--- src/rtl/bus_grant_pkg.sv ---
// State encoding and round-robin rotation helper shared by bus_grant_encoder.
// The rotation helper supports up to MAX_N request lines.
package bus_grant_pkg;

    localparam logic ST_IDLE  = 1'b0;
    localparam logic ST_GRANT = 1'b1;

    localparam int MAX_N = 255;
    localparam int MAX_W = 8;

    // Rotate so that req_in[(ptr-1) mod n] lands on bit n-1 and req_in[ptr] on bit 0.
    function automatic logic [MAX_N-1:0] rr_rotate(input logic [MAX_N-1:0] req_in,
                                                   input logic [MAX_W-1:0] ptr,
                                                   input logic [MAX_W-1:0] n);
        logic [MAX_N-1:0] rot;
        logic [MAX_W:0]   src;
        rot = '0;
        for (int j = 0; j < MAX_N; j++) begin
            if (j[MAX_W-1:0] < n) begin
                src = {1'b0, j[MAX_W-1:0]} + {1'b0, ptr};
                if (src >= {1'b0, n}) begin
                    src = src - {1'b0, n};
                end
                rot[j] = req_in[src[MAX_W-1:0]];
            end
        end
        return rot;
    endfunction

endpackage

--- src/rtl/priority_encoder_n.sv ---
// Combinational N-input priority encoder; the highest set index wins.
module priority_encoder_n #(
    parameter int N = 32,
    parameter int W = $clog2(N)
) (
    input  logic [N-1:0] req,
    output logic         found,
    output logic [W-1:0] idx
);

    always_comb begin
        found = 1'b0;
        idx   = '0;
        // Ascending scan: the last hit is the highest set index.
        for (int i = 0; i < N; i++) begin
            if (req[i]) begin
                found = 1'b1;
                idx   = W'(i);
            end
        end
    end

endmodule

--- src/rtl/bus_grant_encoder.sv ---
// Registered N-way bus arbiter: fixed-priority or round-robin grant held until release or timeout.
// The release input is named release_grant because release is a reserved word.
module bus_grant_encoder
    import bus_grant_pkg::*;
#(
    parameter int N        = 32,
    parameter int W        = $clog2(N),
    parameter int MAX_HOLD = 0
) (
    input  logic         clock,
    input  logic         clear,
    input  logic [N-1:0] req,
    input  logic         rr_mode,
    input  logic         release_grant,
    output logic         grant_valid,
    output logic [W-1:0] grant_idx,
    output logic [N-1:0] grant_onehot,
    output logic         timeout
);

    logic         state;
    logic [W-1:0] ptr;
    logic [N-1:0] rot_req;
    logic [N-1:0] enc_req;
    logic         found;
    logic [W-1:0] enc_idx;
    logic [W:0]   rr_sum;
    logic [W-1:0] rr_idx;
    logic [W-1:0] winner;
    logic         forced;
    logic         arb;

    assign rot_req = N'(rr_rotate(MAX_N'(req), MAX_W'(ptr), MAX_W'(N)));
    assign enc_req = rr_mode ? rot_req : req;

    priority_encoder_n #(
        .N(N),
        .W(W)
    ) u_enc (
        .req  (enc_req),
        .found(found),
        .idx  (enc_idx)
    );

    // Undo the rotation: rotated bit j came from req[(j + ptr) mod N].
    always_comb begin
        rr_sum = {1'b0, enc_idx} + {1'b0, ptr};
        rr_idx = rr_sum[W-1:0];
        if (rr_sum >= (W+1)'(N)) begin
            rr_idx = W'(rr_sum - (W+1)'(N));
        end
    end

    assign winner = rr_mode ? rr_idx : enc_idx;
    assign arb    = (state == ST_IDLE) || release_grant || forced;

    generate
        if (MAX_HOLD > 0) begin : g_hold
            localparam int HW = $clog2(MAX_HOLD + 1);
            logic [HW-1:0] hold_cnt;

            always_ff @(posedge clock) begin
                if (clear || arb) begin
                    hold_cnt <= '0;
                end else if (state == ST_GRANT) begin
                    hold_cnt <= hold_cnt + HW'(1);
                end
            end

            // A real release on the same edge wins, so no forced release then.
            assign forced = (state == ST_GRANT) && !release_grant &&
                            (hold_cnt == HW'(MAX_HOLD - 1));
        end else begin : g_no_hold
            assign forced = 1'b0;
        end
    endgenerate

    always_ff @(posedge clock) begin
        if (clear) begin
            state        <= ST_IDLE;
            ptr          <= '0;
            grant_valid  <= 1'b0;
            grant_idx    <= '0;
            grant_onehot <= '0;
            timeout      <= 1'b0;
        end else begin
            timeout <= forced;
            if (arb) begin
                if (found) begin
                    state        <= ST_GRANT;
                    ptr          <= winner;
                    grant_valid  <= 1'b1;
                    grant_idx    <= winner;
                    grant_onehot <= N'(1) << winner;
                end else begin
                    state        <= ST_IDLE;
                    grant_valid  <= 1'b0;
                    grant_idx    <= '0;
                    grant_onehot <= '0;
                end
            end
        end
    end

endmodule

--- config.mk ---
export PLATFORM = sky130hd
export DESIGN_NAME = bus_grant_encoder
export DESIGN_NICKNAME = d
export VERILOG_FILES = /design/src/rtl/bus_grant_pkg.sv /design/src/rtl/priority_encoder_n.sv /design/src/rtl/bus_grant_encoder.sv
export SDC_FILE = /design/constraint.sdc
export NUM_CORES = 1
export LEC_CHECK = 0
export CAP_MARGIN = 10
export CORE_MARGIN = 5
export CORE_UTILIZATION = 40
export CTS_BUF_LIST = sky130_fd_sc_hd__clkbuf_8
export DETAILED_ROUTE_END_ITERATION = 7
export GPL_TIMING_DRIVEN = 0
export HOLD_SLACK_MARGIN = 0.06
export PLACE_DENSITY = 0.66
export SETUP_SLACK_MARGIN = 0.5
export SYNTH_ARGS = -nofsm -noshare
export SYNTH_HDL_FRONTEND = slang
export SYNTH_HIERARCHICAL = 1
export SYNTH_SLANG_ARGS = --single-unit
--- constraint.sdc ---
create_clock -name clock -period 7.8 [get_ports clock]
set_input_delay 1.56 -clock clock [delete_from_list [all_inputs] [get_ports clock]]
set_output_delay 1.56 -clock clock [all_outputs]
set_load 0.02 [all_outputs]
Word-level counts from Yosys, hierarchy flattened --
Cells that the tools add are included.
Storage, ports and cells: register bits after elaboration 43, output and inout port bits 39
Cells by class: magnitude comparators 65, bitwise operators 1, shift operators 1, reduce and logical (&&, ||, !) cells 2, multiplexer cells 165, add/subtract/negate cells 65
Operators with widths (number):
- $lt 8x9->1 const B | 32
- $bmux 1 s8 | 32
- $mux 8 | 32
- $sub 6x6->7 const B | 31
- $ge 6x6->1 const B | 32
- $add 5x5->6 const A | 16
- $mux 5 | 19
- $mux 1 | 66
- $mux 32 | 2
- $add 4x5->6 const A | 8
- $mux 4 | 8
- $shl 1x5->32 const A | 1
- $add 3x5->6 const A | 4
- $add 2x5->6 const A | 2
- $mux 3 | 4
- $sub 5x6->7 const B | 1
- $add 1x5->6 const A | 1
- $add 5x5->6 | 1
- $ge 5x6->1 const B | 1
- $sub 5x1->5 const B | 1
- $mux 2 | 2
- $reduce_and 2->1 | 1
- $logic_or 1x1->1 | 1
- $not 1->1 | 1

Depth between registers and ports, before layout --
depth in word-level cells 43, depth in mapped cells 27, depth with buffers taken out 21

By module --
The synthesis kept the hierarchy.
Modules (own cells, without submodules):
- bus_grant_encoder | times used 1, cells an instance 572, area each 5069.9 sq um
- priority_encoder_n | times used 1, cells an instance 62, area each 357.8 sq um

Least setup slack after synthesis --
No wires, ideal clock.
kind register -> register, start register ptr[1], end register grant_onehot[0], setup slack 2.132 ns, library setup time 0.071 ns, data required time 7.729 ns, stages on the path, launching flop included 21, clock period less this slack 5.668 ns, path buffers 4, arrival time 5.597 ns, cells stage by stage dfxtp_1 > buf_1 > inv_1 > ha_1 > buf_2 > buf_2 > mux4_2 > mux4_2 > mux2i_1 > a21oi_1 > or4_1 > o21ai_1 > a31o_1 > ha_1 > a21o_1 > a21o_1 > a221o_1 > or2_0 > clkbuf_1 > or3_1 > a21oi_1
On the way: elaborated cells between the ends (all ways) 262, classes of those cells add/sub (65); order compare (33); shift (1); mux (163)
RTL lines:
- from (decl) | line bus_grant_encoder.sv:22 | logic [W-1:0] ptr;
- from (signal assigned) | line bus_grant_encoder.sv:91 | ptr <= winner;
- $add 4x5->6 (*) | line bus_grant_pkg.sv:20 | src = {1'b0, j[MAX_W-1:0]} + {1'b0, ptr};
- $sub 6x6->7 or $ge 6x6->1 (tied branches) | line bus_grant_pkg.sv:22, bus_grant_pkg.sv:21
- $mux 8 (*) | line bus_grant_pkg.sv:21 | if (src >= {1'b0, n}) begin
- $bmux 1 s8 (*) | line bus_grant_pkg.sv:24 | rot[j] = req_in[src[MAX_W-1:0]];
- $mux 1 (implied by the code) (*) | line bus_grant_pkg.sv:24
- $mux 32 (*) | line bus_grant_encoder.sv:34 | assign enc_req = rr_mode ? rot_req : req;
- net enc_req[13] | line bus_grant_encoder.sv:24 | logic [N-1:0] enc_req;
- $mux 4 (*) (3 in a row) | line priority_encoder_n.sv:16 | if (req[i]) begin
- $mux 5 (*) (16 in a row) | line priority_encoder_n.sv:16
- net enc_idx[1] | line bus_grant_encoder.sv:26 | logic [W-1:0] enc_idx;
- $add 5x5->6 | line bus_grant_encoder.sv:47 | rr_sum = {1'b0, enc_idx} + {1'b0, ptr};
- $sub 5x1->5 or $ge 6x6->1 (tied branches) | line bus_grant_encoder.sv:50, bus_grant_encoder.sv:49
- $mux 5 | line bus_grant_encoder.sv:49 | if (rr_sum >= (W+1)'(N)) begin
- $mux 5 (*) | line bus_grant_encoder.sv:54 | assign winner = rr_mode ? rr_idx : enc_idx;
- $shl 1x5->32 (*) | line bus_grant_encoder.sv:94 | grant_onehot <= N'(1) << winner;
- $mux 32 (*) | line bus_grant_encoder.sv:89 | if (found) begin
- to (signal assigned) | line bus_grant_encoder.sv:94
- to (decl) | line bus_grant_encoder.sv:17 | output logic [N-1:0] grant_onehot,
The timed path passes the listed nets; every way through them passes the cells marked *. The select of a mux whose other input is x is not followed. A chain may end at the register's enable or synchronous reset.

Worst setup path after layout --
start input req[0], end register grant_onehot[9]
On the way: elaborated cells between the ends (all ways) 135, classes of those cells add/sub (2); order compare (1); shift (1); mux (131)
RTL lines:
- from (decl) | line bus_grant_encoder.sv:12 | input logic [N-1:0] req,
- $bmux 1 s8 (*) | line bus_grant_pkg.sv:24
- $mux 1 (implied by the code) (*) | line bus_grant_pkg.sv:24
- $mux 32 (*) | line bus_grant_encoder.sv:34
- net enc_req[16] | line bus_grant_encoder.sv:24
- $mux 5 (*) (16 in a row) | line priority_encoder_n.sv:16
- net enc_idx[0] | line bus_grant_encoder.sv:26
- $add 5x5->6 | line bus_grant_encoder.sv:47
- $sub 5x1->5 or $ge 6x6->1 (tied branches) | line bus_grant_encoder.sv:50, bus_grant_encoder.sv:49
- $mux 5 | line bus_grant_encoder.sv:49
- $mux 5 (*) | line bus_grant_encoder.sv:54
- $shl 1x5->32 (*) | line bus_grant_encoder.sv:94
- $mux 32 (*) | line bus_grant_encoder.sv:89
Marked as above.

==> reports/qor.json <==
{
  "path_cells": {"value": "clkdlybuf4s50_1, mux4_1, mux4_2, a22oi_1, a21oi_1, or3_1, a221o_1, a21oi_1, o221ai_1, a21oi_1, ha_1, fa_1, nor3_1, o21ai_0, or3_1, a21oi_1"},
  "floorplan.die_area": {"value": 16000, "unit": "um^2"},
  "layout_worst_path_cycle_share": {"value": 0.899},
  "synth-seq-cells": {"value": 43},
  "synth_top_family_by_area": {"value": "multiplexers"},
  "synth-edff-count": {"value": 0},
  "crit_required": {"value": 8.03, "unit": "ns"},
  "finalHoldViolations": {"value": 0},
  "number_of_warnings_printed_during_yosys_synthesis": {"value": 6},
  "ant_nets": {"value": 0},
  "synthSimpleGateAreaFrac": {"value": 0.199},
  "htree_num_levels": {"value": 2},
  "share_of_the_yosys_chip_area_belonging_to_registers": {"value": 0.159},
  "crit_top_cell": {"value": "sky130_fd_sc_hd__a21oi_1"},
  "synth_cell_type_count": {"value": 62},
  "largest_fanout_on_the_critical_path": {"value": 8},
  "summed_negative_setup_slack_over_all_endpoints": {"value": 0, "unit": "ns"},
  "routed_via_density": {"value": 6.21},
  "synthesis.area": {"value": 5430, "unit": "um^2"},
  "rows": {"value": 42},
  "synth_area_per_cell": {"value": 8.56, "unit": "um^2"},
  "wl_met1": {"value": 8190, "unit": "um"},
  "instances_no_fill": {"value": 889},
  "grt_antenna_before_repair": {"value": 0},
  "hold_path.class": {"value": "reg2reg"},
  "drv.max_cap_violation_count": {"value": 0},
  "io_buffers": {"value": 71},
  "finClkSkew": {"value": 0.00688, "unit": "ns"},
  "report.final.slew_viol_count": {"value": 0},
  "post_route_cells_drive_above_1_share": {"value": 0.108},
  "grt_pass1_wl": {"value": 30200, "unit": "um"},
  "place_hpwl": {"value": 15600, "unit": "um"},
  "count_of_endpoints_failing_setup_in_the_final_report": {"value": 0},
  "synth_compound_area_frac": {"value": 0.159},
  "status": {"value": "finished, final reports clean"},
  "critical_path.max_stage_delay": {"value": 0.72, "unit": "ns"},
  "effective_utilization_at_floorplan": {"value": 0.408},
  "cts_buffer_depth": {"value": 2},
  "routed-via-count": {"value": 5525},
  "post_synth_fa_ha_maj_area_fraction": {"value": 0.0705},
  "post-place-cells": {"value": 881},
  "setup.worst_path.start_class": {"value": "input port"},
  "post-place-ws": {"value": 0.656, "unit": "ns"},
  "overflow": {"value": 0},
  "detailedRoute.firstPassIterationCount": {"value": 5},
  "clk_root_buffer_cell": {"value": "sky130_fd_sc_hd__clkbuf_8"},
  "powerDensity": {"value": 405, "unit": "nW/um^2"},
  "post_drt_wl_per_cell": {"value": 22.3, "unit": "um"},
  "postRouteWirelength": {"value": 19800, "unit": "um"},
  "num_antenna_cells": {"value": 0},
  "rsz0062_at_grt": {"value": "false"},
  "clock_sink_count": {"value": 43},
  "layout_commonest_cell": {"value": "sky130_fd_sc_hd__nand2_1"},
  "cts_clk_pin_slew_worst_paths": {"value": 0.08, "unit": "ns"},
  "critPathSlowestCell": {"value": "sky130_fd_sc_hd__mux4_1"},
  "final_core_util": {"value": 0.485},
  "design.core.area": {"value": 13300, "unit": "um^2"},
  "tritoncts_clock_tree": {"value": "yes"},
  "tightestPinTransition": {"value": 1.05, "unit": "ns"},
  "maxUsedRoutingLayer": {"value": "met4"},
  "layout.cells.most_common_list": {"value": "sky130_fd_sc_hd__nand2_1, sky130_fd_sc_hd__clkdlybuf4s50_1, sky130_fd_sc_hd__a21oi_1"},
  "detailroute.wirelength.met2": {"value": 8900, "unit": "um"},
  "first_global_vias": {"value": 5290},
  "cts_made_buffers": {"value": 5},
  "global_route.usage.total": {"value": 0.239},
  "yosys.area_share.xor_xnor": {"value": 0.0468},
  "finalWeightedCongestion": {"value": 1.01},
  "synth_fp_nets": {"value": 700},
  "max-slew-margin-rel": {"value": 0.290},
  "criticalPathCategory": {"value": "in2reg"},
  "fp.dieH": {"value": 126, "unit": "um"},
  "postSynthCellCount": {"value": 634},
  "async_reset_ff_frac": {"value": 0},
  "setup_slack": {"value": 0.789, "unit": "ns"},
  "num-nets-final": {"value": 778},
  "worstPathArrival": {"value": 7.24, "unit": "ns"},
  "leakage_component_of_the_power": {"value": 2.36, "unit": "nW"},
  "fmaxAchievable": {"value": 143, "unit": "MHz"},
  "grt_max_degree": {"value": 15},
  "floorplan.die.width": {"value": 126, "unit": "um"},
  "synth_ff_type": {"value": "sky130_fd_sc_hd__dfxtp_1"},
  "dr_wl_met3": {"value": 1900, "unit": "um"},
  "clock_insertion_delay_worst_skew": {"value": 0.30, "unit": "ns"},
  "maximum_ir_drop_on_the_vdd_rail": {"value": 0.160, "unit": "mV"},
  "muxShareOfSynthArea": {"value": 0.317},
  "worst_setup_path_end_kind": {"value": "flip-flop"},
  "drc_errors": {"value": 0},
  "period_minus_slack": {"value": 7.01, "unit": "ns"},
  "areaGrowthSynthToFinish": {"value": 18.7, "unit": "%"},
  "num_io_pins": {"value": 75},
  "detail_route.iter0.violations": {"value": 610}
}
[power by group]
group	switching [W]	leakage, nW	total (W)	internal (W)
Sequential	0.0000406	0.350	0.000296	0.000255
Clock	0.0000794	0.0453	0.000141	0.0000614
Combinational	0.00126	1.96	0.00217	0.000913
Total	0.00138	2.36	0.00261	0.00123
[synth_stat cells (all sizes together) (4+ instances only)]
master | instances | area, um^2
a21oi | 68 | 340
nand2 | 89 | 334
a21boi | 4 | 30.0
xor2 | 5 | 43.8
nor4 | 6 | 56.3
nor2 | 50 | 188
o21ai | 22 | 110
clkbuf | 24 | 90.1
a21o | 4 | 30.0
mux4 | 53 | 1220
ha | 29 | 363
xnor2 | 24 | 210
or3 | 33 | 206
nor3 | 12 | 60.1
nor2b | 10 | 62.6
nand3 | 10 | 55.1
mux2i | 46 | 460
a31oi | 6 | 37.5
buf | 16 | 92.6
inv | 20 | 75.1
nand2b | 5 | 31.3
dfxtp | 43 | 861
a221o | 5 | 50.1
[kinds of logic (layout without fill, tap and decap cells)]
| kind of cell | Yosys count | count (layout) |
|---|---|---|
| compound gates | 140 | 140 |
| flops | 43 | 43 |
| other cells | 1 | 1 |
| mux | 102 | 102 |
| xor+xnor | 29 | 29 |
| fa+ha+maj | 30 | 30 |
| buf+inv | 61 | 140 |
| simple gates | 228 | 228 |
[metrics by stage]
stage,power [W],area [um^2],hold slack [ns]
after global routing,0.00279,6440,0.479
after CTS,0.00257,6440,0.461
after floorplan,0.00185,5430,0.535
final,0.00261,6440,0.459
after global placement,0.00239,6360,0.448
after detailed placement,0.00242,6360,0.450
[worst paths after layout]
| kind | slack, ns | depth (start not counted) | start | endpoint |
|---|---|---|---|---|
| setup / recovery | 0.79 | 16 | req[0] | grant_onehot[9] |
| hold reg to reg | 0.46 | 2 | grant_onehot[14] | grant_onehot[14] |
| setup reg to reg | 1.14 | 23 | ptr[0] | grant_onehot[15] |
| hold / removal | 0.46 | 2 | grant_onehot[14] | grant_onehot[14] |
[flip-flops by register name, summed over array words and instances (netlist names)]
signal and cells:
ptr 5, grant_onehot 32, grant_idx 5, state 1
[routing by layer]
| layer | vias up | global-route usage |
|---|---|---|
| li1 | 2524 | - |
| met5 | - | 0 |
| met2 | 269 | 0.376 |
| met3 | 39 | 0.0618 |
| met1 | 2693 | 0.316 |
| met4 | 0 | 0.0871 |
[layout make-up]
| cell class | count | area (um^2) |
|---|---|---|
| Fill cell | 1293 | 6850 |
| Clock buffer | 5 | 68.8 |
| Multi-Input combinational cell | 530 | 4310 |
| Timing Repair Buffer | 71 | 711 |
| Inverter | 21 | 78.8 |
| Buffer | 40 | 184 |
| Sequential cell | 43 | 861 |
| Clock inverter | 3 | 16.3 |
| Tap cell | 176 | 220 |
[repair_timing]
item,4_1_cts,5_1_grt
buffers inserted,0,0
hold buffers,0,0
setup endpoints to repair,0,4
gates resized for setup,0,1
[critical path: cells and delay by family]
| kind | cells | cell delay, ns |
|---|---|---|
| adder cells (fa/ha/maj) | 2 | 0.77 |
| AO/OA/AOI/OAI | 8 | 1.99 |
| AND/OR/NAND/NOR | 3 | 1.05 |
| multiplexers | 2 | 1.28 |
| buffers and inverters | 1 | 0.57 |
Power figures use the tool's default switching activity.
